<file path="src/rtl/key_pulse_sched.sv">
// Console key scheduler: sync + debounce + rising-edge latch per key, then a
// fixed-priority IDLE/FIRE/WAIT scheduler that issues one-cycle key pulses.
module key_pulse_sched #(
  parameter int NKEYS = 4,
  parameter int DEB   = 8,
  parameter int GAP   = 16
) (
  input  logic             clk,
  input  logic             reset,
  input  logic [NKEYS-1:0] keys,
  input  logic             hold,
  output logic [NKEYS-1:0] kp,
  output logic             busy,
  output logic [NKEYS-1:0] pend
);

  localparam int CW = $clog2(DEB);
  localparam int WW = $clog2(GAP + 1);
  localparam logic [CW-1:0] DEB_TC = CW'(DEB - 1);
  localparam logic [WW-1:0] GAP_LD = WW'(GAP - 1);

  typedef enum logic [1:0] {IDLE, FIRE, WAIT} state_t;

  logic [NKEYS-1:0]         s1, s2, deb, deb_rise;
  logic [NKEYS-1:0][CW-1:0] cnt;

  state_t           state, state_nx;
  logic [WW-1:0]    wcnt, wcnt_nx;
  logic [NKEYS-1:0] kp_nx, grant, clr;

  always_ff @(posedge clk or posedge reset) begin
    if (reset) begin
      s1 <= '0;
      s2 <= '0;
    end else begin
      s1 <= keys;
      s2 <= s1;
    end
  end

  always_ff @(posedge clk or posedge reset) begin
    if (reset) begin
      deb <= '0;
      cnt <= '0;
    end else begin
      for (int i = 0; i < NKEYS; i++) begin
        if (s2[i] == deb[i]) begin
          cnt[i] <= '0;
        end else if (cnt[i] == DEB_TC) begin
          deb[i] <= s2[i];
          cnt[i] <= '0;
        end else begin
          cnt[i] <= cnt[i] + CW'(1);
        end
      end
    end
  end

  // A press is accepted on the same edge deb would flip 0->1.
  always_comb begin
    deb_rise = '0;
    for (int i = 0; i < NKEYS; i++) begin
      deb_rise[i] = ~deb[i] & s2[i] & (cnt[i] == DEB_TC);
    end
  end

  // Lowest set bit of pend: bit 0 has highest priority.
  assign grant = pend & (~pend + NKEYS'(1));

  always_comb begin
    state_nx = state;
    wcnt_nx  = wcnt;
    kp_nx    = '0;
    clr      = '0;
    case (state)
      IDLE: begin
        if ((pend != '0) && !hold) begin
          kp_nx    = grant;
          clr      = grant;
          state_nx = FIRE;
        end
      end
      FIRE: begin
        wcnt_nx  = GAP_LD;
        state_nx = WAIT;
      end
      WAIT: begin
        if (wcnt == '0) state_nx = IDLE;
        else            wcnt_nx  = wcnt - WW'(1);
      end
      default: state_nx = IDLE;
    endcase
  end

  always_ff @(posedge clk or posedge reset) begin
    if (reset) begin
      state <= IDLE;
      wcnt  <= '0;
      kp    <= '0;
      busy  <= 1'b0;
      pend  <= '0;
    end else begin
      state <= state_nx;
      wcnt  <= wcnt_nx;
      kp    <= kp_nx;
      busy  <= (state_nx != IDLE);
      // Set wins over clear so a re-press on the issuing edge is kept.
      pend  <= (pend & ~clr) | deb_rise;
    end
  end

endmodule
</file>
<file path="config.mk">
export PLATFORM = sky130hd
export DESIGN_NAME = key_pulse_sched
export DESIGN_NICKNAME = d
export VERILOG_FILES = /design/src/rtl/key_pulse_sched.sv
export SDC_FILE = /design/constraint.sdc
export NUM_CORES = 1
export LEC_CHECK = 0
export BUFFER_PORTS_ARGS = -buffer_cell sky130_fd_sc_hd__buf_2
export CAP_MARGIN = 20
export CORE_ASPECT_RATIO = 0.6
export CORE_MARGIN = 3
export CORE_UTILIZATION = 30
export DETAILED_ROUTE_END_ITERATION = 6
export PLACE_DENSITY_LB_ADDON = 0.25
export SETUP_SLACK_MARGIN = 0.15
export SLEW_MARGIN = 0
export SYNTH_ARGS = -nofsm -noshare
export SYNTH_HDL_FRONTEND = slang
export SYNTH_SLANG_ARGS = --single-unit
</file>
<file path="constraint.sdc">
create_clock -name clk -period 3.9 [get_ports clk]
set_input_delay 0.78 -clock clk [delete_from_list [all_inputs] [get_ports clk]]
set_output_delay 0.78 -clock clk [all_outputs]
set_load 0.05 [all_outputs]
</file>
# Yosys cells after proc, flatten, opt, wreduce, memory -nomap -nowiden
# Index checks and enable logic that the tools add are counted.
[classes]
add_sub_neg = 6
eq_ne = 11
muxes = 15
n_bitwise = 21
reduce_logical = 12
[op_table]
columns = ["op", "n"]
rows = [
  ["$mux W3", 8],
  ["$add A3 B1 Y3 const B", 4],
  ["$eq A3 B3 Y1 const B", 4],
  ["$pmux W5 S2", 1],
  ["$reduce_and A2 Y1", 5],
  ["$and A1 B1 Y1", 8],
  ["$and A4 B4 Y4", 2],
  ["$mux W4", 2],
  ["$not A1 Y1", 8],
  ["$not A4 Y4", 2],
  ["$pmux W2 S3", 1],
  ["$logic_not A5 Y1", 1],
  ["$mux W5", 1],
  ["$sub A5 B1 Y5 const B", 1],
  ["$add A4 B1 Y4 const B", 1],
  ["$eq A1 B1 Y1", 4],
  ["$mux W2", 2],
  ["$or A4 B4 Y4", 1],
  ["$reduce_bool A2 Y1", 2],
  ["$reduce_bool A4 Y1", 1],
  ["$eq A2 B1 Y1 const B", 1],
  ["$eq A2 B2 Y1 const B", 1],
  ["$logic_not A2 Y1", 1],
  ["$ne A2 B2 Y1 const B", 1],
  ["other kinds (2)", 2],
]
[word_totals]
ff_bits = 40
input_bits = 7
out_inout_bits = 9
elab_cells = 80

# Longest topological paths before layout
# Gate-level depths: netlist of run 1.
[depth]
word_depth = 8
depth_mapped = 5
ltp_nobuf = 5

# Least setup slack after synthesis of run 1
# OpenSTA, ideal clock, no wires.
[synth_path]
path_type = "input to register"
start = "input port hold"
end = "register pend[3]"
arrival_time_ps = 1819
required_ps = 3779
path_slack_ps = 1960
path_stages = 3
n_path_buf = 0
cell_sequence = "or4_4 -> or3_1 -> a22o_1"
[synth_between]
elab_chain_cells = 7
[synth_rtl]
columns = ["element", "line_no", "source"]
rows = [
  ["from (decl)", "11", "input logic hold,"],
  ["$logic_not A1 Y1", "77", "if ((pend != '0) && !hold) begin"],
  ["$logic_and A1 B1 Y1", "77", ""],
  ["$mux W4", "77", ""],
  ["$mux W4", "75", "case (state)"],
  ["$not A4 Y4", "108", "pend <= (pend & ~clr) | deb_rise;"],
  ["$and A4 B4 Y4", "108", ""],
  ["$or A4 B4 Y4", "108", ""],
  ["to (signal assigned)", "108", ""],
  ["to (decl)", "14", "output logic [NKEYS-1:0] pend"],
]
# No other way between the ends.
# A chain may end at the register's enable or synchronous reset.

# Worst setup path after layout of run 1
[layout_path]
start = "register wcnt[0]"
end = "register busy"
[layout_between]
elab_chain_cells = 4
[layout_rtl]
columns = ["element", "line_no", "source"]
rows = [
  ["from (decl)", "28", "logic [WW-1:0] wcnt, wcnt_nx;"],
  ["from (signal assigned)", "104", "wcnt <= wcnt_nx;"],
  ["$logic_not A5 Y1", "88", "if (wcnt == '0) state_nx = IDLE;"],
  ["$mux W2", "88", ""],
  ["$pmux W2 S3", "75", ""],
  ["named net state_nx[1]", "27", "state_t state, state_nx;"],
  ["$reduce_bool A2 Y1", "106", "busy <= (state_nx != IDLE);"],
  ["to (signal assigned)", "106", ""],
  ["to (decl)", "13", "output logic busy,"],
]
# The timed path passes the listed nets, and every way through them passes these cells.

==> results of run 1 <==
## power groups by stage
stage | Combinational (mW) | Sequential, mW | Clock (mW)
2_1_floorplan | 0.188 | 0.566 | 0
3_3_place_gp | 0.240 | 0.555 | 0
3_5_place_dp | 0.259 | 0.562 | 0
4_1_cts | 0.262 | 0.554 | 0.298
5_1_grt | 0.299 | 0.566 | 0.316
6_report | 0.258 | 0.557 | 0.287
## per-stage QoR
step / utilization [%] / instances / total power [mW] / setup WS (ns)
2_1_floorplan: - / 134 / 0.754 / 1.96
3_3_place_gp: 34.7 / 214 / 0.795 / 1.83
3_5_place_dp: 34.7 / 214 / 0.821 / 1.80
4_1_cts: 36.6 / 221 / 1.11 / 1.94
5_1_grt: 36.6 / 221 / 1.18 / 1.76
6_report: 36.6 / 221 / 1.10 / 1.89
## cells in the final DEF, fill, tap and decap left out, drive strengths merged, types with 2 or more instances in the layout
| cell | Yosys | final |
|---|---|---|
| nor3b | 2 | 2 |
| buf | 0 | 16 |
| or4 | 2 | 2 |
| or3 | 3 | 3 |
| a21oi | 6 | 6 |
| inv | 15 | 15 |
| a22o | 3 | 3 |
| nand2 | 4 | 4 |
| o21ai | 5 | 5 |
| dfrtp | 40 | 40 |
| nand2b | 2 | 2 |
| nor2b | 9 | 9 |
| ha | 13 | 13 |
| a31o | 4 | 4 |
| o211ai | 2 | 2 |
| clkbuf | 2 | 7 |
| nor2 | 6 | 6 |
| nor3 | 5 | 5 |
| or2 | 2 | 2 |
## kinds of logic (layout without fill, tap and decap cells)
logic type / after synthesis / in the layout
and+or+nand+nor: 40 / 40
buffers and inverters: 17 / 38
adders and majority gates: 13 / 13
DFF: 40 / 40
AOI/OAI and AO/OA: 24 / 24
## sequential cells by signal, indices dropped and copies added (netlist names)
signal  count
deb         4
state       2
pend        4
s2          4
wcnt        5
s1          4
cnt        12
busy        1
kp          4
## cell type report
cell class              count  area share (%)
clock buffers               7            5.14
inverters                  15            3.00
multi-input cells          77            29.7
flip-flops and latches     40            53.4
well taps                  66            4.40
repair buffers             16            4.40
## worst paths after layout
path                       endpoint  depth (start not counted)
max                            busy                          5
min                           s2[1]                          0
max in group asynchronous    cnt[8]                          3
min reg2reg                   s2[1]                          0
max reg2reg                    busy                          5
min in group asynchronous  state[0]                          3
## cells in the mapped netlist (all sizes together)
cell type,number
ha,13
or4,2
or3,3
nor4b,1
clkbuf,2
nor3,5
nor4,1
nand2b,2
nor2,6
o211ai,2
a311oi,1
a31o,4
or2,2
dfrtp,40
o21ai,5
a31oi,1
o21bai,1
or4b,1
nand3,1
o21a,1
a22o,3
and3,1
inv,15
nand2,4
a21oi,6
nor2b,9
nor3b,2
## layer usage
layer	vias up	part of all wire, %	GRT usage, %
met5	-	0	0
met4	0	0.40	3.15
met3	2	5.5	4.01
met2	22	47	15.2
met1	507	47	12.0
li1	500	-	-
==> results by group, run 1 <==
Critical path
  • Slowest stage cell on the critical path: sky130_fd_sc_hd__nor4b_1
  • Arrival time of data at the critical path endpoint: 2.18 ns
  • Start-to-end type of the worst setup path: flip-flop to flip-flop
  • R2R setup slack: 1.89 ns
  • CP peak stage delay: 0.59 ns
  • Capturing element type of the critical path: flip-flop
  • Critical path's top delay family: simple AND/OR/NAND/NOR gates
  • Worst setup startpoint: wcnt[0]
  • Kind of launch point of the worst setup path: flip-flop
  • Worst-path fanout max: 4
  • CP required: 4.07 ns
  • Reg-to-Reg Start: wcnt[0]
  • Buffering stage count on the worst path with inverters included: 1
  • Cells along the critical path: inv_1 -> ha_1 -> nor4b_1 -> o21ai_0 -> or2_2

Detailed routing
  • Final WL: 2720 um
  • Residual antenna-violating net count after detailed routing: 0
  • Remaining DRCs: 0
  • Detailed-routing iteration count for the pre-antenna-repair pass: 4
  • Mean routed wirelength per cell: 12.3 um
  • Detailed router's first-iteration violation count: 28
  • Via density per instance: 4.67
  • Routed vias: 1031

STA
  • Total negative setup slack: 0 ns
  • Slew Limit Fails: 0
  • Setup repair after global routing missed its margin: no
  • Worst-margin pin slew: 0.691 ns
  • Minimum hold slack: 0.352 ns
  • Upper clock frequency limit: 0.498 GHz
  • Headroom to the max-slew limit: 53.3%
  • Minimum clock period after layout: 2.01 ns
  • Clock tree skew after final layout: 0.00753 ns
  • Final count of hold timing violations: 0
  • Period Utilization, post-route: 51.5%
  • Final setup vio count: 0

Clocking
  • Worst-case clock buffer depth: 2
  • Worst-skew pair later-pin latency: 0.28 ns
  • # hold bufs at CTS: 0
  • H-Tree Level Count: 2
  • Buffers inserted by post-CTS timing repair: 0
  • Root Buffer Master: sky130_fd_sc_hd__clkbuf_8
  • Post-CTS Resized: 0
  • Number of buffers created by CTS: 5
  • Clock sink total: 40
  • Clock edge transition at the registers on the reported setup and hold paths: 0.08 ns
  • CTS tree: done

Logic synthesis
  • Fraction of the mapped netlist area in compound gates: 9.95%
  • Total of flip-flops plus latches after synthesis: 40
  • Cell variety after synth: 28
  • Synthesized net count: 154
  • Simple-Gate Fraction of Synth Area: 14.4%
  • Combined area of all synthesized cells: 1620 um2
  • Gate count after technology mapping: 134
  • Fraction of the mapped netlist area in adder cells: 10.0%
  • Fraction of post-synthesis cell area in the top cell type by area: 61.7%
  • Post-synthesis mux area share: 0%
  • Leading post-synthesis cells by cell area: sky130_fd_sc_hd__dfrtp_1 (62%), sky130_fd_sc_hd__ha_1 (10%), sky130_fd_sc_hd__inv_1 (3.5%), sky130_fd_sc_hd__nor2b_1 (3.5%), sky130_fd_sc_hd__a31o_2 (2.2%)
  • Warnings from Yosys: 0
  • Top cell type by total area after synthesis: sky130_fd_sc_hd__dfrtp_1
  • Synthesized area divided by synthesized cell count: 12.1 um2
  • Combinational family with the most area after synthesis: simple AND/OR/NAND/NOR gates
  • Sequential area share after synthesis: 61.7%
  • Area share of xor/xnor cells in the synthesized design: 0%

Hold path
  • Worst Hold Launch: s1[1]
  • Path type of the worst min-delay path: flip-flop to flip-flop

Finish
  • Area added between synthesis and finish: 15.7%
  • Seq. cell area: 1000 um2
  • Antenna diode count: 0
  • Post-route standard cell area excluding fillers: 1880 um2
  • Filler Cells Inserted: 490
  • NumNets Final: 175
  • Area used by multi-input combinational logic: 557 um2
  • Share of post-route cells with drive strength above 1: 20.0%

Pwr
  • Sequential cell fraction of total power: 50.5%
  • Highest ir drop seen on vdd: 215 uV
  • Leakage power: 0.930 nW
  • Internal power consumption: 0.771 mW
  • Areal power density over the cells: 587 nW/um2
  • Clk pwr share: 26.0%
  • Switching power of the nets: 0.331 mW
  • Switching share of power: 30.0%
  • Combinational group share of total power: 23.4%

Global route
  • Combined global-route utilization of all metal layers: 9.63%
  • First-pass GRT wire length: 4860 um
  • Remaining Overflow, GRT: 0
  • Maximum number of pins on one net before global-route repair: 41
  • Antenna violations before repair: 0
  • Vias in the first global route: 1082

Floorplan
  • Die height: 63.0 um
  • Placement row count: 20
  • Die footprint: 6350 um2
  • Width of the die: 101 um
  • Effective utilization at floorplan: 31.6%
  • Core Box Area: 5130 um2
  • Top-level I/O count: 16

Place
  • Placement Cell Area: 1780 um2
  • DPL Wire Length: 1970 um
  • Routability congestion estimate: 0.619
  • Number of buffers inserted by port buffering: 15

Run
  • Total of max-cap violations: 0

Status
  • Run status: complete, no violations
(Power assumes the default switching activity.)
==> inputs of run 2 (changes only) <==
- clock period: 3.9 -> 1.7 ns (I/O delays scaled with it)
==> results by group, run 2 (same netlist as run 1, synthesis figures left out) <==
STA
  • Minimum clock period after layout: 1.56 ns (-0.450 ns)
  • Slew Limit Fails: 0 (unchanged)
  • Period Utilization, post-route: 91.7% (+40 points)
  • Clock tree skew after final layout: 0.0117 ns (+0.00417 ns)
  • Headroom to the max-slew limit: 58.9% (+5.6 points)
  • Final setup vio count: 0 (unchanged)
  • Upper clock frequency limit: 0.642 GHz (+29%)
  • Final count of hold timing violations: 0 (unchanged)
  • Setup repair after global routing missed its margin: yes
  • Worst-margin pin slew: 0.617 ns (-0.0746 ns)

Critical path
  • Worst setup startpoint: wcnt[0]
  • Crit. path cell count: 6 (+1)
  • Arrival time of data at the critical path endpoint: 1.80 ns (-0.38 ns)
  • R2R depth: 6 (+1)
  • Reg-to-reg critical path endpoint: wcnt[3]
  • Start-to-end type of the worst setup path: flip-flop to flip-flop
  • CP peak stage delay: 0.51 ns (-0.08 ns)
  • CP required: 1.94 ns (-2.13 ns)
  • Slowest stage cell on the critical path: sky130_fd_sc_hd__or4_4
  • Worst Setup EP: wcnt[3]
  • Worst-path fanout max: 3 (-1)
  • Buffering stage count on the worst path with inverters included: 2 (+1)
  • Critical path's top delay family: simple AND/OR/NAND/NOR gates
  • Capturing element type of the critical path: flip-flop
  • Reg-to-Reg Start: wcnt[0]
  • R2R setup slack: 0.14 ns (-1.75 ns)
  • Kind of launch point of the worst setup path: flip-flop
  • Cells along the critical path: inv_2 -> ha_4 -> nor4b_2 -> buf_4 -> or4_4 -> nand3_2

Floorplan
  • Die footprint: 6350 um2 (unchanged)
  • Width of the die: 101 um (unchanged)
  • Effective utilization at floorplan: 31.6% (unchanged)
  • Core Box Area: 5130 um2 (unchanged)
  • Die height: 63.0 um (unchanged)
  • Placement row count: 20 (unchanged)
  • Top-level I/O count: 16 (unchanged)

Place
  • Routability congestion estimate: 0.729 (+18%)
  • Number of buffers inserted by port buffering: 15 (unchanged)
  • DPL Wire Length: 2300 um (+17%)
  • Cell Count Post-Placement: 219 (+2.3%)

Finish
  • Final standard cell count with taps included and fillers excluded: 231 (+4.5%)
  • Post-route core utilization: 38.6% (+2.0 points)
  • Number of flip-flops in the largest register: 12 (unchanged)
  • Top library cells by usage in the layout, fill and taps aside: sky130_fd_sc_hd__dfrtp_1 (39), sky130_fd_sc_hd__buf_2 (15), sky130_fd_sc_hd__inv_1 (14)
  • Largest register by flop count: cnt
  • Registers with the most flip-flops: cnt (12), wcnt (5)
  • NumNets Final: 184 (+5.1%)
  • Share of post-route cells with drive strength above 1: 27.9% (+7.9 points)
  • Most common library cell in the layout ignoring fill and taps: sky130_fd_sc_hd__dfrtp_1
  • Area added between synthesis and finish: 22.1%
  • Antenna diode count: 0 (unchanged)

Global route
  • Vias in the first global route: 1184 (+9.4%)
  • Maximum number of pins on one net before global-route repair: 24 (-41%)
  • Combined global-route utilization of all metal layers: 11.5% (+1.8 points)
  • Remaining Overflow, GRT: 0 (unchanged)
  • Antenna violations before repair: 0 (unchanged)
  • First-pass GRT wire length: 5440 um (+12%)

Detailed routing
  • Via density per instance: 4.72 (+1.1%)
  • Detailed-routing iteration count for the pre-antenna-repair pass: 4 (unchanged)
  • Routed vias: 1090 (+5.7%)
  • Mean routed wirelength per cell: 14.0 um (+14%)
  • Remaining DRCs: 0 (unchanged)
  • Detailed router's first-iteration violation count: 23 (-18%)
  • Residual antenna-violating net count after detailed routing: 0 (unchanged)
  • Final WL: 3250 um (+19%)

Clocking
  • Worst-case clock buffer depth: 2 (unchanged)
  • Worst-skew pair later-pin latency: 0.29 ns (about the same)
  • Clock sink total: 40 (unchanged)
  • Root Buffer Master: sky130_fd_sc_hd__clkbuf_8
  • Number of buffers created by CTS: 5 (unchanged)
  • CTS tree: done
  • H-Tree Level Count: 2 (unchanged)
  • Clock edge transition at the registers on the reported setup and hold paths: 0.08 ns (about the same)

Pwr
  • Highest ir drop seen on vdd: 394 uV (+83%)
  • Areal power density over the cells: 1330 nW/um2 (+130%)
  • Post-layout total power: 2.63 mW (+140%)
  • Leakage power: 0.973 nW (+4.6%)

Hold path
  • Path type of the worst min-delay path: primary input to async pin

Run
  • Total of max-cap violations: 0 (unchanged)

Status
  • Run status: complete, no violations
## run 2: worst min path at each step
stage | from | slack (ns) | end
2_1_floorplan | s1[0] | 0.33 | s2[0]
3_3_place_gp | s1[1] | 0.33 | s2[1]
3_5_place_dp | s1[2] | 0.34 | s2[2]
4_1_cts | reset | 0.11 | state[0]
5_1_grt | reset | 0.14 | state[0]
6_report | reset | 0.11 | state[0]
## run 2: layer usage
layer  vias to the layer above  global-route usage (%)  share of wire [%]
met2                        17                    19.3                 51
met3                         7                    4.35                4.3
met4                         0                    5.47                2.1
met5                         -                       0                  0
li1                        521                       -                  -
met1                       545                    12.7                 43
## run 2: cell type report
type                    instances  area, um2
flip-flops and latches         40       1000
multi-input cells              77        594
inverters                      15       56.3
fillers                       500       3150
repair buffers                 25        163
clock buffers                   7       76.3
clock inverters                 1       5.00
well taps                      66       82.6
## run 2: per-stage QoR
step | setup slack (ns) | setup TNS [ns] | cell area, um2 | hold WS (ns)
floorplan | -0.0148 | -0.0148 | 1620 | 0.331
global placement | 0.0787 | 0 | 1830 | 0.333
detailed placement | -0.0708 | -0.0708 | 1830 | 0.336
CTS | 0.135 | 0 | 1970 | 0.111
global route | 0.0726 | 0 | 1980 | 0.136
finish | 0.141 | 0 | 1980 | 0.108
## run 2: power by group
part	leakage, nW	total (mW)	internal [mW]	switching [mW]
combinational	0.422	0.777	0.364	0.413
sequential	0.508	1.25	1.14	0.111
clock	0.0422	0.610	0.288	0.322
total	0.973	2.63	1.79	0.845
## run 2: what timing repair did
action                                  4_1_cts  5_1_grt
endpoints found under the setup margin        5        5
cloned                                        0        0
pin swaps                                     3        0
hold buffers                                  0        0
gates resized for setup                       6        2
buffers inserted                              4        0
==> inputs of run 3 (changes only) <==
- CELL_PAD_IN_SITES_DETAIL_PLACEMENT: unset -> 1
- CELL_PAD_IN_SITES_GLOBAL_PLACEMENT: unset -> 2
- PLACE_DENSITY: unset -> 0.64
- PLACE_DENSITY_LB_ADDON: 0.25 -> unset
==> results by group, run 3 (same netlist as run 1, synthesis figures left out) <==
Global route
  • Combined global-route utilization of all metal layers: 12.5% (+1.1 points)
  • Antenna violations before repair: 0 (unchanged)
  • Vias in the first global route: 1114 (-5.9%)
  • Remaining Overflow, GRT: 0 (unchanged)
  • Maximum number of pins on one net before global-route repair: 41 (+71%)
  • First-pass GRT wire length: 6030 um (+11%)

Pwr
  • Internal power consumption: 1.98 mW (+11%)
  • Leakage power: 1.01 nW (+3.8%)
  • Sequential cell fraction of total power: 43.3% (-4.1 points)
  • Areal power density over the cells: 1410 nW/um2 (+5.9%)
  • Switching power of the nets: 0.905 mW (+7.1%)
  • Post-layout total power: 2.89 mW (+9.6%)
  • Combinational group share of total power: 28.8% (-0.7 points)
  • Highest ir drop seen on vdd: 390 uV (-0.78%)
  • Clk pwr share: 27.9% (+4.8 points)
  • Switching share of power: 31.3% (-0.74 points)

Clocking
  • Clock edge transition at the registers on the reported setup and hold paths: 0.09 ns (about the same)
  • Number of buffers created by CTS: 5 (unchanged)
  • Clock sink total: 40 (unchanged)
  • Worst-case clock buffer depth: 2 (unchanged)
  • CTS tree: done
  • Worst-skew pair later-pin latency: 0.30 ns (about the same)
  • Root Buffer Master: sky130_fd_sc_hd__clkbuf_8
  • H-Tree Level Count: 2 (unchanged)

Floorplan
  • Width of the die: 101 um (unchanged)
  • Effective utilization at floorplan: 31.6% (unchanged)
  • Die footprint: 6350 um2 (unchanged)
  • Top-level I/O count: 16 (unchanged)
  • Core Box Area: 5130 um2 (unchanged)
  • Die height: 63.0 um (unchanged)
  • Placement row count: 20 (unchanged)

STA
  • Final setup vio count: 0 (unchanged)
  • Setup repair after global routing missed its margin: yes
  • Final count of hold timing violations: 0 (unchanged)
  • Total negative setup slack: 0 ns (unchanged)
  • Worst-margin pin slew: 0.306 ns (-0.311 ns)
  • Slew Limit Fails: 0 (unchanged)
  • Fin worst setup slack: 0.152 ns (+0.0109 ns)
  • Clock tree skew after final layout: 0.00518 ns (-0.00652 ns)
  • Minimum clock period after layout: 1.55 ns (-0.0109 ns)
  • Period Utilization, post-route: 91.0% (-0.64 points)
  • Headroom to the max-slew limit: 79.6% (+21 points)
  • Upper clock frequency limit: 0.646 GHz (+0.70%)

Status
  • Run status: complete, no violations

Critical path
  • Cells along the critical path: or4_4 -> or3_4 -> a22o_1
  • CP peak stage delay: 0.52 ns (about the same)
  • Slowest stage cell on the critical path: sky130_fd_sc_hd__or4_4
  • Worst-path fanout max: 2 (-1)
  • Kind of launch point of the worst setup path: flip-flop
  • Arrival time of data at the critical path endpoint: 1.74 ns (-0.06 ns)
  • Start-to-end type of the worst setup path: flip-flop to flip-flop
  • Capturing element type of the critical path: flip-flop
  • CP required: 1.89 ns (-0.05 ns)

Detailed routing
  • Via density per instance: 4.75 (+0.64%)
  • Detailed-routing iteration count for the pre-antenna-repair pass: 4 (unchanged)
  • Remaining DRCs: 0 (unchanged)
  • Residual antenna-violating net count after detailed routing: 0 (unchanged)
  • Routed vias: 1116 (+2.4%)
  • Mean routed wirelength per cell: 14.8 um (+5.1%)
  • Final WL: 3470 um (+7.0%)
  • Detailed router's first-iteration violation count: 32 (+39%)

Finish
  • Share of post-route cells with drive strength above 1: 30.8% (+2.9 points)
  • NumNets Final: 188 (+2.2%)
  • Largest register by flop count: cnt
  • Post-route core utilization: 40.0% (+1.4 points)
  • Number of flip-flops in the largest register: 12 (unchanged)
  • Post-route standard cell area excluding fillers: 2050 um2 (+3.5%)
  • Filler Cells Inserted: 553 (+11%)
  • Area used by multi-input combinational logic: 599 um2 (+0.84%)
  • Registers with the most flip-flops: cnt (12), wcnt (5)
  • Antenna diode count: 0 (unchanged)
  • Top library cells by usage in the layout, fill and taps aside: sky130_fd_sc_hd__dfrtp_1 (39), sky130_fd_sc_hd__buf_2 (15), sky130_fd_sc_hd__inv_1 (13), sky130_fd_sc_hd__buf_4 (13), sky130_fd_sc_hd__ha_1 (12)
  • Most common library cell in the layout ignoring fill and taps: sky130_fd_sc_hd__dfrtp_1
  • Area added between synthesis and finish: 26.4%
  • Seq. cell area: 1000 um2 (unchanged)

Place
  • Placement Cell Area: 1830 um2 (unchanged)
  • Worst slack, placed: -0.0161 ns (+0.0547 ns)
  • Routability congestion estimate: 0.751 (+2.9%)
  • DPL Wire Length: 2310 um (+0.31%)
  • Number of buffers inserted by port buffering: 15 (unchanged)

Run
  • Total of max-cap violations: 0 (unchanged)

Hold path
  • Path type of the worst min-delay path: primary input to async pin
==> run 3: cell types whose count changed in the layout (fill, tap and decap cells not counted), sizes merged <==
cell,delta
clkinv,+1
bufinv,+1
clkbuf,-2
buf,+4
==> run 3: repair_timing <==
item	in CTS	in global routing
setup buffers	3	5
endpoints found under the setup margin	5	5
hold buffers	0	0
pin swaps	5	3
gates resized for setup	6	3
==> run 3: final timing paths <==
check / slack (ns) / to / depth (start not counted) / start
worst max-delay path: 0.15 / pend[3] / 3 / state[0]
worst min-delay path: 0.08 / cnt[4] / 3 / reset
worst max register to register: 0.15 / pend[3] / 3 / state[0]
worst min register to register: 0.36 / s2[1] / 0 / s1[1]
max in group asynchronous: 1.41 / pend[0] / 3 / reset
min in group clk: 0.14 / s1[2] / 1 / keys[2]
==> run 3: per-layer routing <==
metal	vias up	GRT usage, %	share of wire [%]
li1	533	-	-
met1	563	18.5	50
met2	15	16.4	44
met3	5	4.46	4.0
met4	0	4.98	1.3
met5	-	0	0
==> run 3: layout make-up <==
class	count	area share [%]
Multi-Input combinational cell	77	29.2
Tap cell	66	4.03
Inverter	15	2.75
Clock buffer	5	3.36
Sequential cell	40	48.9
Clock inverter	3	2.32
Timing Repair Buffer	29	9.40
==> run 3: worst max-delay path, delay by kind of cell, from the launching register on <==
family	cells	cell delay (ns)
flops	1	0.39
compound gates	1	0.19
simple gates	2	0.86
==> run 3: power groups by stage <==
| stage | clock network (mW) | logic (mW) | registers (mW) |
|---|---|---|---|
| floorplan | 0 | 0.433 | 1.30 |
| global placement | 0 | 0.635 | 1.25 |
| detailed placement | 0 | 0.690 | 1.27 |
| CTS | 0.839 | 0.777 | 1.24 |
| global route | 0.900 | 0.950 | 1.28 |
| finish | 0.806 | 0.832 | 1.25 |
==> run 3: per-stage QoR <==
| step | hold slack (ns) | std cells |
|---|---|---|
| floorplan | 0.331 | 134 |
| global placement | 0.337 | 219 |
| detailed placement | 0.337 | 219 |
| CTS | 0.0784 | 230 |
| global route | 0.0889 | 235 |
| finish | 0.0763 | 235 |
